**src/rtl/disp_pkg.sv**
```systemverilog
// Shared types and constants for the display-sharing arbiter.
// Ownership is a two-state FSM; clog2 sizes the owner index and the dwell counter.
package disp_pkg;

  localparam int DISP_DATA_W          = 16;
  localparam int DEFAULT_DWELL_CYCLES = 50000000;

  typedef enum logic [0:0] {
    IDLE = 1'b0,
    HOLD = 1'b1
  } state_e;

  function automatic int clog2(input int value);
    int r;
    r = 0;
    for (int v = value - 1; v > 0; v = v >> 1) begin
      r++;
    end
    return r;
  endfunction

endpackage

```
**src/rtl/display_share_arbiter_rr_pick.sv**
```systemverilog
// Round-robin picker: returns the first candidate at or after ptr_i, wrapping modulo N.
// Candidates are requests with the excluded positions masked off.
module rr_pick #(
  parameter int N     = 4,
  parameter int IDX_W = 2
) (
  input  logic [N-1:0]     req_i,
  input  logic [IDX_W-1:0] ptr_i,
  input  logic [N-1:0]     excl_i,
  output logic             found_o,
  output logic [IDX_W-1:0] idx_o
);

  logic [N-1:0] cand;
  logic [N-1:0] rot;
  logic [IDX_W:0] pos;

  assign cand = req_i & ~excl_i;
  // Rotate so that bit 0 corresponds to the pointer position.
  assign rot  = N'({cand, cand} >> ptr_i);

  // Scan from the far end down so the lowest rotated offset wins.
  always_comb begin
    found_o = 1'b0;
    idx_o   = '0;
    pos     = '0;
    for (int i = N - 1; i >= 0; i--) begin
      if (rot[i]) begin
        pos = {1'b0, ptr_i} + (IDX_W + 1)'(i);
        if (pos >= (IDX_W + 1)'(N)) begin
          pos = pos - (IDX_W + 1)'(N);
        end
        found_o = 1'b1;
        idx_o   = pos[IDX_W-1:0];
      end
    end
  end

endmodule

```
**src/rtl/display_share_arbiter.sv**
```systemverilog
// Time-shares one display value input between N_REQ requesters with round-robin
// ownership and a minimum dwell per owner; switches happen without an idle gap.
module display_share_arbiter
  import disp_pkg::*;
#(
  parameter int N_REQ        = 4,
  parameter int DATA_W       = DISP_DATA_W,
  parameter int DWELL_CYCLES = DEFAULT_DWELL_CYCLES
) (
  input  logic                      clk,
  input  logic                      rst,
  input  logic [N_REQ-1:0]          i_req,
  input  logic [N_REQ*DATA_W-1:0]   i_value,
  output logic [N_REQ-1:0]          o_grant,
  output logic [clog2(N_REQ)-1:0]   o_owner,
  output logic                      o_valid,
  output logic [DATA_W-1:0]         o_display_value
);

  localparam int IDX_W = clog2(N_REQ);
  localparam int CNT_W = clog2(DWELL_CYCLES);
  localparam logic [CNT_W-1:0] CNT_MAX = CNT_W'(DWELL_CYCLES - 1);

  state_e             state_q, state_d;
  logic [IDX_W-1:0]   owner_q, owner_d;
  logic [IDX_W-1:0]   ptr_q, ptr_d;
  logic [CNT_W-1:0]   cnt_q, cnt_d;
  logic [DATA_W-1:0]  disp_q, disp_d;

  logic [DATA_W-1:0]  val_arr [N_REQ];
  logic [N_REQ-1:0]   owner_oh;
  logic [N_REQ-1:0]   pick_excl;
  logic               pick_found;
  logic [IDX_W-1:0]   pick_idx;
  logic [IDX_W-1:0]   ptr_after_pick;
  logic               expired;
  logic               in_hold;

  for (genvar gi = 0; gi < N_REQ; gi++) begin : g_req
    assign val_arr[gi]  = i_value[gi*DATA_W +: DATA_W];
    assign owner_oh[gi] = (owner_q == IDX_W'(gi));
  end

  assign in_hold = (state_q == HOLD);
  assign expired = (cnt_q == CNT_MAX);
  // While holding, the current owner never wins its own expiry re-pick.
  assign pick_excl = in_hold ? owner_oh : '0;
  assign ptr_after_pick = (pick_idx == IDX_W'(N_REQ - 1)) ? '0 : pick_idx + IDX_W'(1);

  rr_pick #(
    .N     (N_REQ),
    .IDX_W (IDX_W)
  ) u_pick (
    .req_i   (i_req),
    .ptr_i   (ptr_q),
    .excl_i  (pick_excl),
    .found_o (pick_found),
    .idx_o   (pick_idx)
  );

  always_ff @(posedge clk) begin
    if (rst) begin
      state_q <= IDLE;
      owner_q <= '0;
      ptr_q   <= '0;
      cnt_q   <= '0;
      disp_q  <= '0;
    end else begin
      state_q <= state_d;
      owner_q <= owner_d;
      ptr_q   <= ptr_d;
      cnt_q   <= cnt_d;
      disp_q  <= disp_d;
    end
  end

  always_comb begin
    state_d = state_q;
    owner_d = owner_q;
    ptr_d   = ptr_q;
    cnt_d   = cnt_q;
    disp_d  = disp_q;
    case (state_q)
      IDLE: begin
        if (pick_found) begin
          state_d = HOLD;
          owner_d = pick_idx;
          ptr_d   = ptr_after_pick;
          cnt_d   = '0;
        end
      end
      HOLD: begin
        // Display tracks the owner with one cycle of lag and freezes on release.
        disp_d = val_arr[owner_q];
        if (expired && pick_found) begin
          owner_d = pick_idx;
          ptr_d   = ptr_after_pick;
          cnt_d   = '0;
        end else if (i_req[owner_q]) begin
          if (!expired) begin
            cnt_d = cnt_q + CNT_W'(1);
          end
        end else begin
          state_d = IDLE;
        end
      end
      default: state_d = IDLE;
    endcase
  end

  always_comb begin
    o_grant         = in_hold ? owner_oh : '0;
    o_valid         = in_hold;
    o_owner         = owner_q;
    o_display_value = disp_q;
  end

endmodule

```
**config.mk**
```make
export PLATFORM = sky130hd
export DESIGN_NAME = display_share_arbiter
export DESIGN_NICKNAME = d
export VERILOG_FILES = /design/src/rtl/disp_pkg.sv /design/src/rtl/display_share_arbiter_rr_pick.sv /design/src/rtl/display_share_arbiter.sv
export SDC_FILE = /design/constraint.sdc
export NUM_CORES = 1
export LEC_CHECK = 0
export ABC_AREA = 1
export BUFFER_PORTS_ARGS = -buffer_cell sky130_fd_sc_hd__buf_2
export CAP_MARGIN = 20
export CORE_MARGIN = 2
export CORE_UTILIZATION = 30
export CTS_BUF_LIST = sky130_fd_sc_hd__clkbuf_4 sky130_fd_sc_hd__clkbuf_8 sky130_fd_sc_hd__clkbuf_16
export DETAILED_ROUTE_END_ITERATION = 10
export GPL_TIMING_DRIVEN = 0
export PLACE_DENSITY = 0.55
export SYNTH_ARGS = -nofsm -noshare
export SYNTH_HDL_FRONTEND = slang
export SYNTH_HIERARCHICAL = 1
export SYNTH_SLANG_ARGS = --single-unit
```
**constraint.sdc**
```tcl
create_clock -name clk -period 3.8 [get_ports clk]
set_input_delay 0.57 -clock clk [delete_from_list [all_inputs] [get_ports clk]]
set_output_delay 0.57 -clock clk [all_outputs]
set_load 0.05 [all_outputs]
```
==> impl_metrics.tcl, run 1 <==
set metrics [dict create \
    yosys.area_share.simple_pct 41.9 \
    ctsHoldBuffers 0 \
    drt_pass1_iterations 4 \
    grt_overflow_total 0 \
    slew-limit-headroom_pct 54.8 \
    cp-start-kind "flop" \
    crit_arrival_ns 3.67 \
    status "finished, final reports clean" \
    synthMuxAreaShare_pct 0 \
    clockBufferDepth 2 \
    synthAdderAreaFrac_pct 0.758 \
    path_class "reg -> reg" \
    root_buffer "clkbuf_8" \
    grt_max_degree 16 \
    max_freq_mhz 293 \
    synth_cell_types 35 \
    hp-class "reg -> reg" \
    postRouteAntennaNets 0 \
    design_power_total_uw 2440 \
    slew_viol_final 0 \
    min-delay-start "ptr_q[0]" \
    syn_to_final_growth_pct 23.2 \
    htreeDepth 2 \
    core_area_um2 10800 \
    numCtsBuffers 5 \
    period_minus_slack_ns 3.41 \
    cts_tree "yes" \
    worstPathRequired_ns 4.06 \
    yosysWarnings 6 \
    grt_pass1_wl_um 17400 \
    syn-num-nets 619 \
    wl_um 10400 \
    synth_top_area_cell "dfxtp_1" \
    ys.flop_type "dfxtp_1" \
    ys_seq_area_share_pct 28.5 \
    rows 38 \
    rrSetupSlack_ns 0.39 \
    finClkSkew_ns 0.0133 \
    worst_pin_slew_ns 0.672 \
    seq_area_um2 941 \
    drt_iter0_markers 217 \
    cts_resized 0 \
    r2r-end "cnt_q[7]" \
    p_leak_uw 0.00179 \
    synth_top_area_share_pct 28.5 \
    portBuffers 92 \
    multiInputGateArea_um2 2020 \
    period_share_pct 89.9 \
    ys_ff_latch 47 \
    layout_commonest_cell "nand2_1" \
    finalHoldViolCount 0 \
    drc 0 \
    setup_violations 0 \
    power.density_nw_per_um2 600 \
    diodes 0 \
    holdWs_ns 0.494 \
    wl_per_cell_um 13.3 \
    fin_tns_setup_ns 0 \
    synth_xor_area_share_pct 1.06 \
    dpl.hpwl_um 8460 \
    drive_above_1_share_pct 22.1 \
    clkSinkCount 47 \
    ios 93 \
    synthesis.area_um2 3300 \
    vias 3829 \
    layout_common_cells "nand2_1, buf_2, nor2_1" \
    final_util_pct 37.7 \
    path_clk_slew_ns 0.10 \
    gp_congestion 0.908 \
    via_per_inst 4.87 \
    yosys-top-cells-area "dfxtp_1, nand2_1, nor2_1" \
    async_flop_share_pct 0 \
    crit_fanout 10 \
    synth_compound_area_share_pct 17.3 \
    fill_cells 1185 \
    reg2reg_depth 16 \
    syn_avg_cell_area_um2 6.04 \
    postCtsSetupBuffers 0 \
    r2r_start "o_owner[0]" \
    maxCapViolCount 0 \
    vdd_drop_max_uv 547 \
    holdPathEnd "ptr_q[0]" \
    clk_latency_ns 0.32 \
    fin_nets 718 \
    synth_edf_count 0 \
    die_h_um 109 \
    dieArea_um2 11900 \
    die_w_um 109 \
    hold_depth 2 \
    grt_antenna_before_repair 0 \
    synth_top_family_by_area "simple AND/OR/NAND/NOR gates" \
    rsz0062_at_grt "no" \
    end_kind "flop" \
    grt_pass1_vias 3685 \
    track_usage_pct 18.5 \
    synth_cells 547 \
    initial_core_util_pct 30.6 \
]
==> sequential cells by signal (all words and copies together) (netlist names) <==
signal,flops
o_owner,2
o_valid,1
ptr_q,2
o_display_value,16
cnt_q,26
==> final cells by class <==
class                   instances  area share (%)
inverters                      59            5.56
clock buffers                   6            2.03
flip-flops and latches         47            23.1
plain buffers                  22            2.98
multi-input cells             419            49.7
repair buffers                 92            11.3
clock inverters                 2           0.953
well taps                     140            4.30
==> cell families (layout without fill, tap and decap cells) <==
logic type               after synthesis  after routing
buffers and inverters                 81            181
AND/OR/NAND/NOR                      313            313
XOR/XNOR                               4              4
adder cells (fa/ha/maj)                2              2
AO/OA/AOI/OAI                        100            100
flip-flops                            47             47
==> stage by stage <==
step           setup WS [ns]  instance area (um2)  std cells
2_1_floorplan          0.261                 3310        547
3_3_place_gp           0.359                 3950        779
3_5_place_dp           0.415                 3950        779
4_1_cts                0.369                 4070        787
5_1_grt              0.00778                 4070        787
6_report               0.385                 4070        787
==> how the worst max path moves through the flow <==
stage / start / endpoint / cells past startpoint
floorplan: o_owner[0] / cnt_q[7] / 16
global route: o_owner[0] / cnt_q[7] / 17
global placement: o_owner[0] / cnt_q[7] / 17
detailed placement: o_owner[0] / cnt_q[7] / 17
finish: o_owner[0] / cnt_q[7] / 16
CTS: o_owner[0] / cnt_q[7] / 17
==> power by group <==
group	total (uW)	internal (uW)	leakage, uW	switching, uW
Sequential	622	567	0.000383	54.9
Combinational	1420	418	0.00134	998
Clock	405	217	0.0000618	188
==> routing by layer <==
layer  routed length (um)  global-route usage, %  share of wire (%)
met4                  206                   5.68                2.0
met2                 4750                   31.4                 45
met5                    0                      0                  0
met3                  635                   3.53                6.1
met1                 4850                   23.7                 46
==> synth_stat cells (6+ instances only) <==
master	count
o21ai_0	26
inv_2	6
nand3_1	44
nand2_2	6
clkbuf_1	10
nand2_1	158
a221oi_1	16
dfxtp_1	47
inv_1	51
a21oi_1	54
nor2_1	75
==> critical path, cell delays in order, from the launching register on <==
cell and delay (ns):
dfxtp_1 0.45, buf_4 0.21, clkbuf_1 0.46, nand2_1 0.09, nor2_1 0.18, inv_1 0.09, nand3_2 0.09, nand2_1 0.08
nor2_1 0.14, nand4_1 0.25, nand3_1 0.34, nand2_1 0.26, nor2_1 0.36, o21ai_0 0.16, nand2_1 0.09, nand2_1 0.05
inv_1 0.04
Note: power is estimated with default switching activity, not from simulation.
==> inputs of run 2 (changes only) <==
--- a/config.mk
+++ b/config.mk
@@ -16,5 +16,4 @@
 export PLACE_DENSITY = 0.55
 export SYNTH_ARGS = -nofsm -noshare
 export SYNTH_HDL_FRONTEND = slang
-export SYNTH_HIERARCHICAL = 1
 export SYNTH_SLANG_ARGS = --single-unit
==> run 2 against run 1 <==
Net effect: largest power group unchanged; sequential share of layout area grew 1.1 points; fmax grew 49%; global-route usage is 0.45 points lower; combinational power up 18%; total power increased by 14%; critical path depth fell by 5; sequential power rose by 23%; largest cell class unchanged; count of clock-buffer cells in the layout is 1 higher; core utilization increased by 0.10 points.
==> impl_metrics.tcl, run 2 <==
set metrics [dict create \
    synth_compound_area_share_pct 18.3 \
    hold_depth 2 \
    largest_reg_flops 26 \
    holdPathEnd "cnt_q[15]" \
    dieArea_um2 11300 \
    synth_top_area_cell "dfxtp_1" \
    cts_resized 0 \
    yosys-top-cells-area "dfxtp_1, nand2_1, nor2_1" \
    drc 0 \
    portBuffers 92 \
    gp_congestion 0.907 \
    initial_core_util_pct 30.7 \
    regMostFlops "cnt_q" \
    layout_commonest_cell "nand2_1" \
    synthAdderAreaFrac_pct 0.397 \
    critPathTopFamily "simple AND/OR/NAND/NOR gates" \
    ys.flop_type "dfxtp_1" \
    synth_xor_area_share_pct 4.45 \
    syn-num-nets 595 \
    synth_edf_count 0 \
    critPathSlowestCell "dfxtp_1" \
    slowest_delay_ns 0.38 \
    grt_antenna_before_repair 0 \
    drt_iter0_markers 177 \
    status "finished, final reports clean" \
    via_per_inst 4.86 \
    path_class "reg -> reg" \
    dpl.hpwl_um 7920 \
    syn_to_final_growth_pct 23.3 \
    synth_cells 524 \
    synthesis.area_um2 3150 \
    cp-start-kind "flop" \
    cts_tree "yes" \
    end_kind "flop" \
    synth_top_family_by_area "simple AND/OR/NAND/NOR gates" \
    diodes 0 \
    drt_pass1_iterations 5 \
    clk_latency_ns 0.30 \
    ctsHoldBuffers 0 \
    synth_top_area_share_pct 29.9 \
    r2r_start "cnt_q[0]" \
    design_area_um2 3890 \
    crit_arrival_ns 2.46 \
    maxCapViolCount 0 \
    yosysWarnings 0 \
    rrSetupSlack_ns 1.51 \
    min-delay-start "cnt_q[15]" \
    async_flop_share_pct 0 \
    ys_seq_area_share_pct 29.9 \
    fin_tns_setup_ns 0 \
    placedInstanceArea_um2 3780 \
    postRouteAntennaNets 0 \
    core_area_um2 10300 \
    synth_cell_types 27 \
    wl_um 10100 \
    ios 93 \
    setup_violations 0 \
    die_w_um 107 \
    hp-class "reg -> reg" \
    path_clk_slew_ns 0.09 \
    synthMuxAreaShare_pct 0 \
    grt_overflow_total 0 \
    wl_per_cell_um 13.4 \
    max_freq_mhz 436 \
    drive_above_1_share_pct 19.6 \
    slew-limit-headroom_pct 57.9 \
    worst_pin_slew_ns 0.632 \
    synthTopCellsByCount "nand2_1, nor2_1, dfxtp_1" \
    fin_nets 694 \
    grt_pass1_vias 3461 \
    postCtsSetupBuffers 0 \
    numCtsBuffers 5 \
    worstPathRequired_ns 3.97 \
    htreeDepth 2 \
    rsz0062_at_grt "no" \
    finalHoldViolCount 0 \
    yosys.area_share.simple_pct 37.2 \
    clockBufferDepth 2 \
    cp.buffers_inverters 1 \
    period_share_pct 60.3 \
    period_minus_slack_ns 2.29 \
    layout_common_cells "nand2_1, buf_2, nor2_1" \
    path_cells "ha_1 > nand3_1 > nor2_1 > nand3_1 > nor2_1 > nand2_1 > nand2_1 > buf_2 > nor2_1 > o21ai_0 > nor2_1" \
    ys_ff_latch 47 \
    yosysMostFrequentCell "nand2_1" \
    r2r-end "cnt_q[14]" \
    grt_pass1_wl_um 16700 \
    clkSinkCount 47 \
    vdd_drop_max_uv 303 \
    p_leak_uw 0.00172 \
    reg2reg_depth 11 \
    finClkSkew_ns 0.00980 \
    vias 3692 \
    root_buffer "clkbuf_8" \
    rows 37 \
    slew_viol_final 0 \
    track_usage_pct 18.1 \
    die_h_um 107 \
    syn_avg_cell_area_um2 6.01 \
    grt_max_degree 15 \
    power.density_nw_per_um2 715 \
    cpMostUsedCell "nor2_1" \
    crit_fanout 10 \
]
==> run 2: cell types whose count changed after synthesis, moves of 4 or more <==
cell	previous run	this run
nand3_1	44	32
a21oi_1	54	43
nor2_1	75	86
xor2_1	3	14
nand2_1	158	148
nor3_1	5	13
o21ai_1	1	9
inv_1	51	45
buf_4	1	5
inv_2	6	2
nand4_1	5	1
nor2_4	5	1
==> run 2: worst register-to-register path, delay by kind of cell, from the launching register on <==
kind | cells | cell delay, ns
simple gates | 8 | 1.15
flops | 1 | 0.38
buf+inv | 1 | 0.29
fa+ha+maj | 1 | 0.20
compound gates | 1 | 0.15
==> run 2: cell type report <==
| type | instances | area, um2 |
|---|---|---|
| plain buffers | 24 | 130 |
| clock buffers | 7 | 96.3 |
| clock inverters | 1 | 7.51 |
| fillers | 1198 | 6390 |
| inverters | 47 | 176 |
| multi-input cells | 406 | 1900 |
| flip-flops and latches | 47 | 941 |
| well taps | 136 | 170 |
| repair buffers | 92 | 460 |
==> run 2: layer usage <==
metal | GRT usage, % | wire length (um)
met1 | 22.5 | 4540
met2 | 32.1 | 4830
met3 | 3.80 | 674
met4 | 3.90 | 108
met5 | 0 | 0
==> run 2: where the power goes <==
group / leakage, uW / internal, uW / switching (uW) / total, uW
Sequential: 0.000386 / 640 / 124 / 764
Clock: 0.0000505 / 166 / 175 / 341
Combinational: 0.00128 / 525 / 1150 / 1670
==> run 2: worst max path at each step <==
stage	slack, ns	startpoint	end	cells past startpoint
global placement	1.49	cnt_q[0]	cnt_q[14]	11
global route	1.23	cnt_q[0]	cnt_q[25]	11
CTS	1.49	cnt_q[0]	cnt_q[14]	11
finish	1.51	cnt_q[0]	cnt_q[14]	11
detailed placement	1.50	cnt_q[0]	cnt_q[25]	11
floorplan	1.68	o_owner[1]	cnt_q[16]	13
==> run 2: cell families after synthesis <==
kind of cell             Yosys count
buffers and inverters             71
AND/OR/NAND/NOR                  288
flip-flops                        47
XOR/XNOR                          16
adder cells (fa/ha/maj)            1
AO/OA/AOI/OAI                    101
==> run 2: metrics by stage <==
stage | power (uW) | std cells | worst slack (ns) | utilization (%) | hold slack [ns]
2_1_floorplan | 2020 | 524 | 1.68 | - | 0.470
3_3_place_gp | 2430 | 752 | 1.49 | 36.8 | 0.496
3_5_place_dp | 2450 | 752 | 1.50 | 36.8 | 0.497
4_1_cts | 2800 | 760 | 1.49 | 37.8 | 0.510
5_1_grt | 3020 | 760 | 1.23 | 37.8 | 0.532
6_report | 2780 | 760 | 1.51 | 37.8 | 0.505
